===== src/rtl/rs_syndrome_unit.sv =====
// Reed-Solomon syndrome generator: accumulates 2T syndromes over GF(2^M) with
// Horner's rule, one received symbol per cycle, highest degree first.
module rs_syndrome_unit #(
  parameter int M         = 3,
  parameter int N         = 7,
  parameter int T         = 2,
  parameter int PRIM_POLY = 11,
  parameter int FCR       = 1
) (
  input  logic             clk,
  input  logic             reset,
  input  logic             enable,
  input  logic             clear,
  input  logic [M-1:0]     sym_in,
  input  logic             sym_valid,
  output logic             sym_ready,
  output logic [2*T*M-1:0] synd,
  output logic             synd_valid,
  input  logic             synd_ready,
  output logic             error_detected
);

  localparam int CNT_W = (N > 1) ? $clog2(N) : 1;
  localparam int MAXP  = FCR + 2*T - 1;
  localparam logic [M-1:0] POLY_LO = M'(PRIM_POLY);

  typedef enum logic {ACCUM, HOLD} state_t;

  state_t                    state_q, state_d;
  logic [CNT_W-1:0]          cnt_q, cnt_d;
  logic [2*T-1:0][M-1:0]     syn_q, syn_d;
  logic                      vld_q, vld_d;
  logic                      err_q, err_d;
  logic                      accept;

  function automatic logic [M-1:0] xtime(input logic [M-1:0] v);
    xtime = {v[M-2:0], 1'b0} ^ (v[M-1] ? POLY_LO : '0);
  endfunction

  // Multiply by alpha^k as k chained xtime steps; loop bound is static.
  function automatic logic [M-1:0] mul_alpha_pow(input logic [M-1:0] v, input int k);
    logic [M-1:0] r;
    r = v;
    for (int i = 0; i < MAXP; i++) begin
      if (i < k) r = xtime(r);
    end
    return r;
  endfunction

  assign sym_ready      = (state_q == ACCUM) & enable;
  assign accept         = sym_valid & sym_ready;
  assign synd           = syn_q;
  assign synd_valid     = vld_q;
  assign error_detected = err_q;

  always_comb begin
    state_d = state_q;
    cnt_d   = cnt_q;
    syn_d   = syn_q;
    vld_d   = vld_q;
    err_d   = err_q;
    if (clear) begin
      state_d = ACCUM;
      cnt_d   = '0;
      syn_d   = '0;
      vld_d   = 1'b0;
      err_d   = 1'b0;
    end else if (state_q == ACCUM) begin
      if (accept) begin
        // First symbol overwrites the previous codeword's syndromes.
        for (int j = 0; j < 2*T; j++) begin
          syn_d[j] = (cnt_q == '0) ? sym_in : (mul_alpha_pow(syn_q[j], FCR + j) ^ sym_in);
        end
        if (cnt_q == CNT_W'(N - 1)) begin
          state_d = HOLD;
          cnt_d   = '0;
          vld_d   = 1'b1;
          err_d   = |syn_d;
        end else begin
          cnt_d = cnt_q + CNT_W'(1);
        end
      end
    end else if (synd_ready) begin
      state_d = ACCUM;
      vld_d   = 1'b0;
    end
  end

  always_ff @(posedge clk or posedge reset) begin
    if (reset) begin
      state_q <= ACCUM;
      cnt_q   <= '0;
      syn_q   <= '0;
      vld_q   <= 1'b0;
      err_q   <= 1'b0;
    end else begin
      state_q <= state_d;
      cnt_q   <= cnt_d;
      syn_q   <= syn_d;
      vld_q   <= vld_d;
      err_q   <= err_d;
    end
  end

endmodule


===== config.mk =====
export PLATFORM = sky130hd
export DESIGN_NAME = rs_syndrome_unit
export DESIGN_NICKNAME = d
export VERILOG_FILES = /design/src/rtl/rs_syndrome_unit.sv
export SDC_FILE = /design/constraint.sdc
export NUM_CORES = 1
export LEC_CHECK = 0
export BUFFER_PORTS_ARGS = -buffer_cell sky130_fd_sc_hd__buf_2
export CORE_ASPECT_RATIO = 0.7
export CORE_MARGIN = 2
export CORE_UTILIZATION = 50
export CTS_CLUSTER_SIZE = 8
export DETAILED_ROUTE_END_ITERATION = 10
export PLACE_DENSITY = 0.75
export SYNTH_ARGS = -nofsm -noshare
export SYNTH_HDL_FRONTEND = slang
export SYNTH_SLANG_ARGS = --single-unit
export TNS_END_PERCENT = 10

===== constraint.sdc =====
create_clock -name clk -period 1.67 [get_ports clk]
set_input_delay 0.0835 -clock clk [delete_from_list [all_inputs] [get_ports clk]]
set_output_delay 0.0835 -clock clk [all_outputs]
set_load 0.01 [all_outputs]

After elaboration in Yosys (flattened, before gate mapping)
Cells that the tools add are included.
{"block": "classes", "addsub": 1, "eq_ne": 3, "muxes": 65, "n_bitwise": 17, "reduce_logical": 9}
{"cell": "$mux W3", "n": 38}
{"cell": "$mux W12", "n": 3}
{"cell": "$xor A3 B2 Y3", "n": 10}
{"cell": "$mux W2", "n": 10}
{"cell": "$mux W1", "n": 14}
{"cell": "$reduce_or A12 Y1", "n": 1}
{"cell": "$xor A3 B3 Y3", "n": 4}
{"cell": "$reduce_and A3 Y1", "n": 2}
{"cell": "$reduce_bool A3 Y1", "n": 2}
{"cell": "$reduce_bool A2 Y1", "n": 2}
{"cell": "$add A3 B1 Y3 const B", "n": 1}
{"cell": "$eq A3 B3 Y1 const B", "n": 1}
{"cell": "$logic_not A3 Y1", "n": 1}
{"cell": "$ne A3 B3 Y1 const B", "n": 1}
{"cell": "$and A1 B1 Y1", "n": 2}
{"cell": "$ne A2 B2 Y1 const B", "n": 1}
{"cell": "$reduce_and A2 Y1", "n": 1}
{"cell": "$not A1 Y1", "n": 1}
{"block": "totals", "ff_bits": 18, "input_bits": 9, "output_inout_bits": 15, "elab_cells": 103}

Longest topological paths before layout
Gate-level depths: netlist of the first run.
{"block": "logic_depth", "word_depth": 28, "depth_mapped": 8, "depth_no_buf": 5}

Worst setup path before layout of the first run
OpenSTA, ideal clock, no wires.
{"block": "synth_timing", "kind": "register to register", "from": "register syn_q, in the netlist synd[8]", "to": "register err_q (netlist: error_detected)", "setup_time_ns": 0.119, "t_arrival_ns": 1.514, "t_required_ns": 1.551, "setup_slack_ns": 0.037, "path_stages_with_launch": 7, "n_path_buf": 1, "synth_period_minus_slack_ns": 1.633, "cell_sequence": "dfrtp_1 > buf_4 > xnor2_1 > or4_1 > o21ai_0 > nand4_1 > o21a_1"}
{"block": "synth_between", "elab_chain_len": 21}
{"element": "start, declared", "line_no": "31", "rtl": "logic [2*T-1:0][M-1:0] syn_q, syn_d;"}
{"element": "start signal, assigned", "line_no": "99", "rtl": "syn_q <= syn_d;"}
{"element": "$mux W2 *", "line_no": "37", "rtl": "xtime = {v[M-2:0], 1'b0} ^ (v[M-1] ? POLY_LO : '0);"}
{"element": "$xor A3 B2 Y3 *", "line_no": "37"}
{"element": "$mux W3 *", "line_no": "69", "rtl": "if (accept) begin"}
{"element": "$mux W3 *", "line_no": "68", "rtl": "end else if (state_q == ACCUM) begin"}
{"element": "$mux W3 *", "line_no": "62", "rtl": "if (clear) begin"}
{"element": "$xor A3 B2 Y3 *", "line_no": "37"}
{"element": "$mux W3 *", "line_no": "69"}
{"element": "$mux W3 *", "line_no": "68"}
{"element": "[5 not listed]"}
{"element": "$mux W3 *", "line_no": "62"}
{"element": "$xor A3 B3 Y3 *", "line_no": "72", "rtl": "syn_d[j] = (cnt_q == '0) ? sym_in : (mul_alpha_pow(syn_q[j], FCR + j) ^ sym_in);"}
{"element": "$mux W3 *", "line_no": "72"}
{"element": "$reduce_or A12 Y1 *", "line_no": "78", "rtl": "err_d = |syn_d;"}
{"element": "$mux W1 *", "line_no": "74", "rtl": "if (cnt_q == CNT_W'(N - 1)) begin"}
{"element": "$mux W1 *", "line_no": "69"}
{"element": "$mux W1 *", "line_no": "68"}
{"element": "$mux W1 *", "line_no": "62"}
{"element": "end signal, assigned", "line_no": "101", "rtl": "err_q <= err_d;"}
{"element": "end, declared", "line_no": "33", "rtl": "logic err_q, err_d;"}
Mark *: on every way between the ends. The rest lies on a longest branch, timed or not. The select of a mux whose other input is x is not followed.
A chain may end at the register's enable or synchronous reset.

Worst setup path after layout of the first run
{"block": "layout_timing", "from": "register state_q", "to": "register syn_q, in the netlist synd[6]"}
{"block": "layout_between", "elab_chain_len": 5, "word_cells_on_any_way": 6, "classes_between": "eq/ne (1); bitwise (3); reduce/logical (2)"}
{"element": "start, declared", "line_no": "29", "rtl": "state_t state_q, state_d;"}
{"element": "start signal, assigned", "line_no": "97", "rtl": "state_q <= state_d;"}
{"element": "$not A1 Y1"}
{"element": "$and A1 B1 Y1", "line_no": "50", "rtl": "assign sym_ready = (state_q == ACCUM) & enable;"}
{"element": "$and A1 B1 Y1", "line_no": "51", "rtl": "assign accept = sym_valid & sym_ready;"}
{"element": "$reduce_bool A2 Y1 (no line)"}
{"element": "$reduce_and A2 Y1 (no line) *"}
Mark *: on every way between the ends. The rest lies on a longest branch, timed or not.

==> flow_summary.toml, run 1 <==
[synth]
syn_area_per_cell_um2 = 8.32
netlist.area_leader.share_pct = 31.1
yosysWarnings = 0
ys.flop_type = "dfrtp_1"
synth-seq-cells = 18
postSynthCellCount = 174
synth_nets = 183
synth_edf_count = 0
yosysUniqueCellTypes = 44
yosysTopAreaCell = "dfrtp_1"
synth-seq-area-share_pct = 31.1
syn-cell-area_um2 = 1450
async_flop_share_pct = 100
ys_top_cells_by_area = "dfrtp_1, nor2_1, xnor2_1"

[setup_path]
worstPathRequired_ps = 1860
crit_type = "flop to flop"
end_kind = "flop"
startpoint_type = "flop"
cp.arrival_ps = 1920
r2r-start = "state_q"
timing.rr.end = "synd[6]"
reg2regPathDepth = 5
rrSetupSlack_ps = -60
worstPathMaxFanout = 5

[global_route]
grt_pass1_vias = 1279
grt_max_degree = 21
antenna_found_initial = 0
grt_pass1_wl_mm = 6.06
grt.total_usage_pct = 23.8
grt-ovfl-total = 0

[hold_path]
min_path_cells = 4
hold_end = "synd_valid"
hold_start = "synd_ready"
hold_path.class = "primary input to flop"

[cells_and_area]
n_antenna_cell = 0
post-route-util_pct = 62.7
area_delta_synth_final_pct = 20.6
multi_input_area_um2 = 887
finalInstanceArea_um2 = 1750
regArea_um2 = 455
fillers = 226
drive_gt1_share_pct = 29.7
finalNetCount = 212

[cts]
htreeDepth = 1
cts_buffers = 3
insertion_delay_ps = 260
cts_tree = "yes"
clk_pin_slew_ps = 70
clk_path_buf_depth = 2
clockRootBuffer = "clkbuf_8"
cts_num_sinks = 18

[floorplan]
rows = 16
die_w_um = 68.3
die_h_um = 49.0
dieArea_um2 = 3350
io_pins = 24
core-area_um2 = 2780
initial_core_util_pct = 52.0

[route]
vias = 1405
drtAntennaViolNets = 0
wire_per_inst_um = 16.2
vias_per_cell = 5.90
drt-total-wl_mm = 3.86
firstDrtPassIters = 5
dr.first_iter.drc_count = 148
drc = 0

[timing]
setup_viol = 1
timing.fmax_ghz = 0.577
fin_crit_ps = 1730
finalHoldViolations = 0
slew_viol_final = 0
fin_crit_sh_pct = 104
finalClockSkew_ps = 1.80
grt_setup_unrepaired = "yes"
setup_slack_ps = -63.1
max-slew-margin-rel_pct = 52.1
holdWs_ps = 84.5
worstMarginPinSlew_ps = 717

[place]
place_area_um2 = 1580
gp_congestion = 0.887
dp_hpwl_mm = 2.47
port_buffers = 23
dp_slack_ps = -91.6

[pwr]
vdd_drop_max_uv = 428
power_w = 0.00124
p_leak_nw = 0.725
power_density_nw_per_um2 = 713

[flow_run]
max_cap_violations = 0

[run_status]
status = "finished, violations left"
violations = "negative setup slack"
power by group:
group | switching (W) | internal (W) | leakage [nW]
Sequential | 0.0000493 | 0.000461 | 0.237
Clock | 0.000153 | 0.000210 | 0.0288
Combinational | 0.000195 | 0.000177 | 0.460
worst max-delay path: stages (launching register included):
cell and delay, ps:
dfrtp_1 420, nand3b_1 240, or4_1 600, a31oi_2 230, a221oi_2 60, nor2_1 120
layout make-up:
class | count | area share (%)
Tap cell | 36 | 2.58
Clock buffer | 4 | 3.15
Timing Repair Buffer | 43 | 16.5
Sequential cell | 18 | 26.1
Inverter | 4 | 0.860
Multi-Input combinational cell | 133 | 50.8
registers in the layout, indices dropped and copies added (netlist names):
| name | flops |
|---|---|
| cnt_q | 3 |
| error_detected | 1 |
| state_q | 1 |
| synd | 12 |
| synd_valid | 1 |
timing repair:
action | 4_1_cts | 5_1_grt
pin swaps | 1 | 12
buffers inserted | 1 | 4
cloned | 0 | 1
setup endpoints to repair | 5 | 10
hold buffers | 1 | 0
resized for setup | 0 | 13
endpoints found under the hold margin | 18 | 0
worst max-delay path by stage:
stage                           to  depth (start not counted)  startpoint
finish                     synd[6]                          5     state_q
global route               synd[6]                          5     state_q
CTS                 error_detected                          6    cnt_q[1]
detailed placement  error_detected                          5    cnt_q[2]
global placement    error_detected                          5    cnt_q[2]
floorplan           error_detected                          6     synd[8]
layer usage:
| metal | global-route usage, % | up-vias | share of wire (%) |
|---|---|---|---|
| li1 | - | 673 | - |
| met1 | 36.6 | 675 | 48 |
| met2 | 34.0 | 55 | 46 |
| met3 | 5.77 | 2 | 5.8 |
| met4 | 4.67 | 0 | 0.10 |
| met5 | 0 | - | 0 |
synth_stat cells, types with 3 or more instances:
cell type,count
a21oi_1,11
a22oi_1,3
nor3b_1,3
xor2_1,3
buf_2,4
buf_6,3
xnor2_1,8
a211oi_1,5
dfrtp_1,18
or3_1,4
nor3_1,4
nor2b_1,7
buf_4,5
clkbuf_1,5
nor2_1,23
inv_1,4
o21ai_0,8
nand2_1,17
a31oi_1,6
cell usage in the layout, fill, tap and decap left out, types with 5 or more instances in the layout:
master    synthesis  layout
buf_4             5      16
a31oi_1           6       5
nor2_1           23      23
nor2b_1           7       7
xnor2_1           8       7
buf_2             4      23
dfrtp_1          18      14
nand2_1          17      17
o21ai_0           8       7
a211oi_1          5       5
a21oi_1          11      11
logic make-up (layout without fill, tap and decap cells):
group           after synthesis  count (layout)  share of synthesized area (%)
xor+xnor                     13              13                           9.77
simple gates                 71              72                           25.2
compound gates               46              46                           21.4
mux                           2               2                           1.38
buf+inv                      24              51                           11.1
flops                        18              18                           31.1
through the flow:
stage | instances | TNS, ps
floorplan | 174 | 0
global placement | 227 | -67.4
detailed placement | 227 | -146
CTS | 233 | -64.2
global route | 238 | -274
finish | 238 | -63.1
Power figures use the tool's default switching activity.
==> inputs of run 2 (changes only) <==
Settings changed: BUFFER_PORTS_ARGS -buffer_cell sky130_fd_sc_hd__buf_2 to not set, CORE_UTILIZATION 50 to 57, DONT_BUFFER_PORTS set to 1.
==> flow_summary.toml, run 2 (synthesized netlist as in run 1, its figures left out) <==
[floorplan]
die_h_um = 46.2
dieArea_um2 = 2970
io_pins = 24
die_w_um = 64.2
initial_core_util_pct = 59.3
core-area_um2 = 2440
rows = 15

[setup_path]
worstPathRequired_ps = 1860
startpoint_type = "flop"
reg2regPathDepth = 5
rrSetupSlack_ps = 20
cp.arrival_ps = 1840
end_kind = "flop"
crit_type = "flop to flop"
worstPathMaxFanout = 6

[route]
firstDrtPassIters = 4
wire_per_inst_um = 17.3
dr.first_iter.drc_count = 98
drtAntennaViolNets = 0
drt-total-wl_mm = 3.81
vias_per_cell = 6.11
vias = 1345
drc = 0

[place]
port_buffers = 0
dp_hpwl_mm = 2.46
gp_congestion = 0.839
place_area_um2 = 1480

[cts]
cts_tree = "yes"
clk_pin_slew_ps = 120
cts_num_sinks = 18
htreeDepth = 1
insertion_delay_ps = 320
clk_path_buf_depth = 2
cts_buffers = 3
clockRootBuffer = "clkbuf_4"

[flow_run]
max_cap_violations = 0

[timing]
fin_crit_sh_pct = 98.8
setup_viol = 0
worstMarginPinSlew_ps = 714
timing.fmax_ghz = 0.606
slew_viol_final = 0
holdWs_ps = 1.84
finalHoldViolations = 0
max-slew-margin-rel_pct = 52.2
fin_crit_ps = 1650
finalClockSkew_ps = 5.17
grt_setup_unrepaired = "yes"

[run_status]
status = "complete, no violations"

[global_route]
antenna_found_initial = 0
grt_pass1_vias = 1214
grt-ovfl-total = 0
grt_pass1_wl_mm = 5.83
grt.total_usage_pct = 27.1
grt_max_degree = 21

[pwr]
p_leak_nw = 0.653
vdd_drop_max_uv = 477
power_density_nw_per_um2 = 689

[cells_and_area]
final_cell_mix = "nor2_1, buf_4, nand2_1, dfrtp_1, a21oi_1"
area_delta_synth_final_pct = 14.3
n_antenna_cell = 0
largest_register_ffs = 12
finalInstanceArea_um2 = 1650
final_common_cell = "nor2_1"
finalNetCount = 196
drive_gt1_share_pct = 18.8
post-route-util_pct = 67.8

[hold_path]
hold_path.class = "primary input to flop"
min_path_cells = 2
run 2: cell types whose count changed in the layout (fill, tap and decap cells not counted), sizes merged:
cell and change:
buf -22, dlygate4sd3 +5, dlymetal6s2s +1
run 2: area by class of cell:
type | instances | area [um2]
clock buffers | 4 | 36.3
fillers | 226 | 786
inverters | 4 | 15.0
multi-input cells | 133 | 871
flip-flops and latches | 18 | 454
well taps | 34 | 42.5
repair buffers | 27 | 235
run 2: power breakdown:
part | switching, W | leakage (nW) | internal [W]
Combinational | 0.000172 | 0.394 | 0.000165
Sequential | 0.0000489 | 0.238 | 0.000460
Clock | 0.000160 | 0.0210 | 0.000133
Total | 0.000382 | 0.653 | 0.000758
run 2: metal layers:
| layer | GRT usage, % | wire length, um | part of all wire [%] | vias up |
|---|---|---|---|---|
| met5 | 0 | 0 | 0 | - |
| met4 | 12.8 | 69 | 1.8 | 0 |
| met3 | 8.07 | 358 | 9.4 | 6 |
| met2 | 40.0 | 1670 | 44 | 50 |
| met1 | 37.0 | 1710 | 45 | 648 |
| li1 | - | - | - | 641 |
run 2: path summary, 6_finish.rpt:
check / from / to
setup reg to reg: cnt_q[2] / synd[6]
min in group asynchronous: reset / synd[11]
setup / recovery: cnt_q[2] / synd[6]
max in group asynchronous: reset / cnt_q[2]
hold / removal: sym_in[2] / synd[2]
hold reg to reg: synd_valid / synd_valid
run 2: stage by stage:
| stage | setup slack [ps] | cells | setup TNS (ps) | power (W) |
|---|---|---|---|---|
| final | 20.3 | 220 | 0 | 0.00114 |
| after global routing | -51.5 | 220 | -122 | 0.00119 |
| after CTS | 25.7 | 216 | 0 | 0.00112 |
| after detailed placement | -104 | 204 | -286 | 0.000803 |
| after global placement | 1.81 | 204 | 0 | 0.000790 |
| after floorplan | 37.0 | 174 | 0 | 0.000757 |
run 2: worst max-delay path, cell delays in order, from the launching register on:
cell	delay (ps)
dfrtp_2	490
or3_4	470
a221oi_2	260
a31oi_1	70
a221oi_2	180
nor2_1	60
run 2: repair_timing:
| action | in CTS | in global routing |
|---|---|---|
| resized for setup | 3 | 4 |
| buffers inserted | 1 | 4 |
| gates cloned | 1 | 0 |
| pin swaps | 1 | 1 |
| hold buffers | 6 | 0 |
| setup endpoints to repair | 6 | 8 |
| endpoints found under the hold margin | 36 | 0 |
==> inputs of run 3 (changes only) <==
Settings changed: ABC_AREA set to 1, CORE_UTILIZATION 57 to 55, GPL_ROUTABILITY_DRIVEN set to 0, PLACE_DENSITY 0.75 to 0.73.
==> flow_summary.toml, run 3 <==
[run_status]
status = "complete, no violations"

[cells_and_area]
n_antenna_cell = 0
finalNetCount = 192
final_cell_mix = "nand2_1, inv_1, nand3_1, dfrtp_1, o21ai_0"
drive_gt1_share_pct = 13.7
area_delta_synth_final_pct = 11.0
finalInstanceArea_um2 = 1310
final_common_cell = "nand2_1"
largest_register_ffs = 12

[timing]
holdWs_ps = 14.6
worstMarginPinSlew_ps = 689
fin_crit_ps = 1580
setup_slack_ps = 91.8
fin_setup_tns_ps = 0
finalClockSkew_ps = 6.69
timing.fmax_ghz = 0.634
slew_viol_final = 0
fin_crit_sh_pct = 94.5
max-slew-margin-rel_pct = 54.0
finalHoldViolations = 0
setup_viol = 0

[floorplan]
die_w_um = 59.4
die_h_um = 42.8
initial_core_util_pct = 61.0
io_pins = 24
core-area_um2 = 1940
rows = 13
dieArea_um2 = 2540

[route]
drtAntennaViolNets = 0
dr.first_iter.drc_count = 70
wire_per_inst_um = 14.4
vias_per_cell = 5.62
firstDrtPassIters = 4
vias = 1147
drc = 0
drt-total-wl_mm = 2.93

[setup_path]
reg2regPathDepth = 5
startpoint_type = "flop"
worstPathMaxFanout = 9
rrSetupSlack_ps = 90
end_kind = "flop"
cp.arrival_ps = 1780
timing.rr.end = "cnt_q[1]"
crit_type = "flop to flop"
r2r-start = "state_q"
worstPathRequired_ps = 1880

[global_route]
grt_pass1_vias = 1065
grt_max_degree = 22
antenna_found_initial = 0
grt_pass1_wl_mm = 4.92
grt.total_usage_pct = 26.0
grt-ovfl-total = 0

[place]
dp_slack_ps = 56.9
port_buffers = 0
dp_hpwl_mm = 2.10
place_area_um2 = 1210

[hold_path]
hold_path.class = "primary input to flop"
hold_start = "sym_in[2]"
hold_end = "synd[8]"
min_path_cells = 4

[cts]
clk_pin_slew_ps = 110
cts_tree = "yes"
clk_path_buf_depth = 2
cts_num_sinks = 18
htreeDepth = 1
cts_setup_buffers = 0
cts_buffers = 3
insertion_delay_ps = 310
clockRootBuffer = "clkbuf_4"

[synth]
synth_nets = 182
synth-seq-area-share_pct = 38.2
syn_area_per_cell_um2 = 6.82
ys_top_cells_by_area = "dfrtp_1, nand2_1, inv_1"
synth-seq-cells = 18
yosysTopAreaCell = "dfrtp_1"
synth_commonest_cells = "nand2_1, inv_1, dfrtp_1, nand3_1, o21ai_0"
yosysUniqueCellTypes = 21
postSynthCellCount = 173
yosysMostFrequentCell = "nand2_1"
syn-cell-area_um2 = 1180
synth_edf_count = 0
ys.flop_type = "dfrtp_1"
yosysWarnings = 0
netlist.area_leader.share_pct = 38.2
async_flop_share_pct = 100

[pwr]
power_density_nw_per_um2 = 784
vdd_drop_max_uv = 732
p_leak_nw = 0.677
power_w = 0.00103

[flow_run]
max_cap_violations = 0
## run 3: changes by cell type in the layout (fill, tap and decap cells not counted), sizes merged, moves of 4 or more
cell,previous run,this run
nand2,17,67
inv,4,27
nand3,1,21
buf,20,4
nor2,23,10
a21oi,11,2
nor2b,7,0
xnor2,8,1
a31oi,6,0
nor3,6,0
o22ai,1,6
or3,4,0
## run 3: how the worst max path moves through the flow
| stage | startpoint | end | slack (ps) | cells past startpoint |
|---|---|---|---|---|
| after floorplan | cnt_q[0] | error_detected | 320 | 11 |
| after CTS | cnt_q[0] | error_detected | 30 | 10 |
| final | state_q | cnt_q[1] | 90 | 5 |
| after global routing | cnt_q[0] | error_detected | -2 | 10 |
| after global placement | cnt_q[0] | error_detected | 120 | 10 |
| after detailed placement | cnt_q[0] | error_detected | 60 | 10 |
## run 3: where the power goes
group / switching [W] / leakage, nW / internal (W)
registers: 0.0000342 / 0.244 / 0.000458
logic: 0.000167 / 0.412 / 0.0000848
clock network: 0.000149 / 0.0210 / 0.000133
## run 3: critical path, stage by stage, from the launching register on
cell	delay (ps)
dfrtp_1	420
nor2_1	190
nand2_1	190
nand2_1	330
nor2_1	90
a211oi_1	250
## run 3: kinds of logic after synthesis
kind of cell | count (synthesis) | synth area share (%)
XOR/XNOR | 4 | 2.97
AND/OR/NAND/NOR | 101 | 38.8
buffers and inverters | 31 | 10.9
AO/OA/AOI/OAI | 19 | 9.12
flip-flops | 18 | 38.2
## run 3: stage by stage
step / utilization [%] / cells
final: 67.7 / 204
after global routing: 67.7 / 204
after CTS: 66.6 / 204
after detailed placement: 62.7 / 196
after global placement: 62.7 / 196
after floorplan: - / 173
## run 3: routing by layer
metal	GRT usage (%)	up-vias	routed length, um
met5	0	-	0
met4	5.00	0	26
met3	8.23	4	289
met2	39.1	59	1290
met1	36.6	515	1330
li1	-	569	-
## run 3: cell type report
type                       instances  area, um2
clock buffer                       4       36.3
fill                             176        626
inverter                          28        105
multi-input combinational        124        619
sequential                        18        452
tap                               22       27.5
timing repair buffer               8       70.1
## run 3: repair_timing
action,in CTS,in global routing
gates resized for setup,0,4
endpoints found under the setup margin,0,1
endpoints found under the hold margin,21,0
hold buffers,4,0
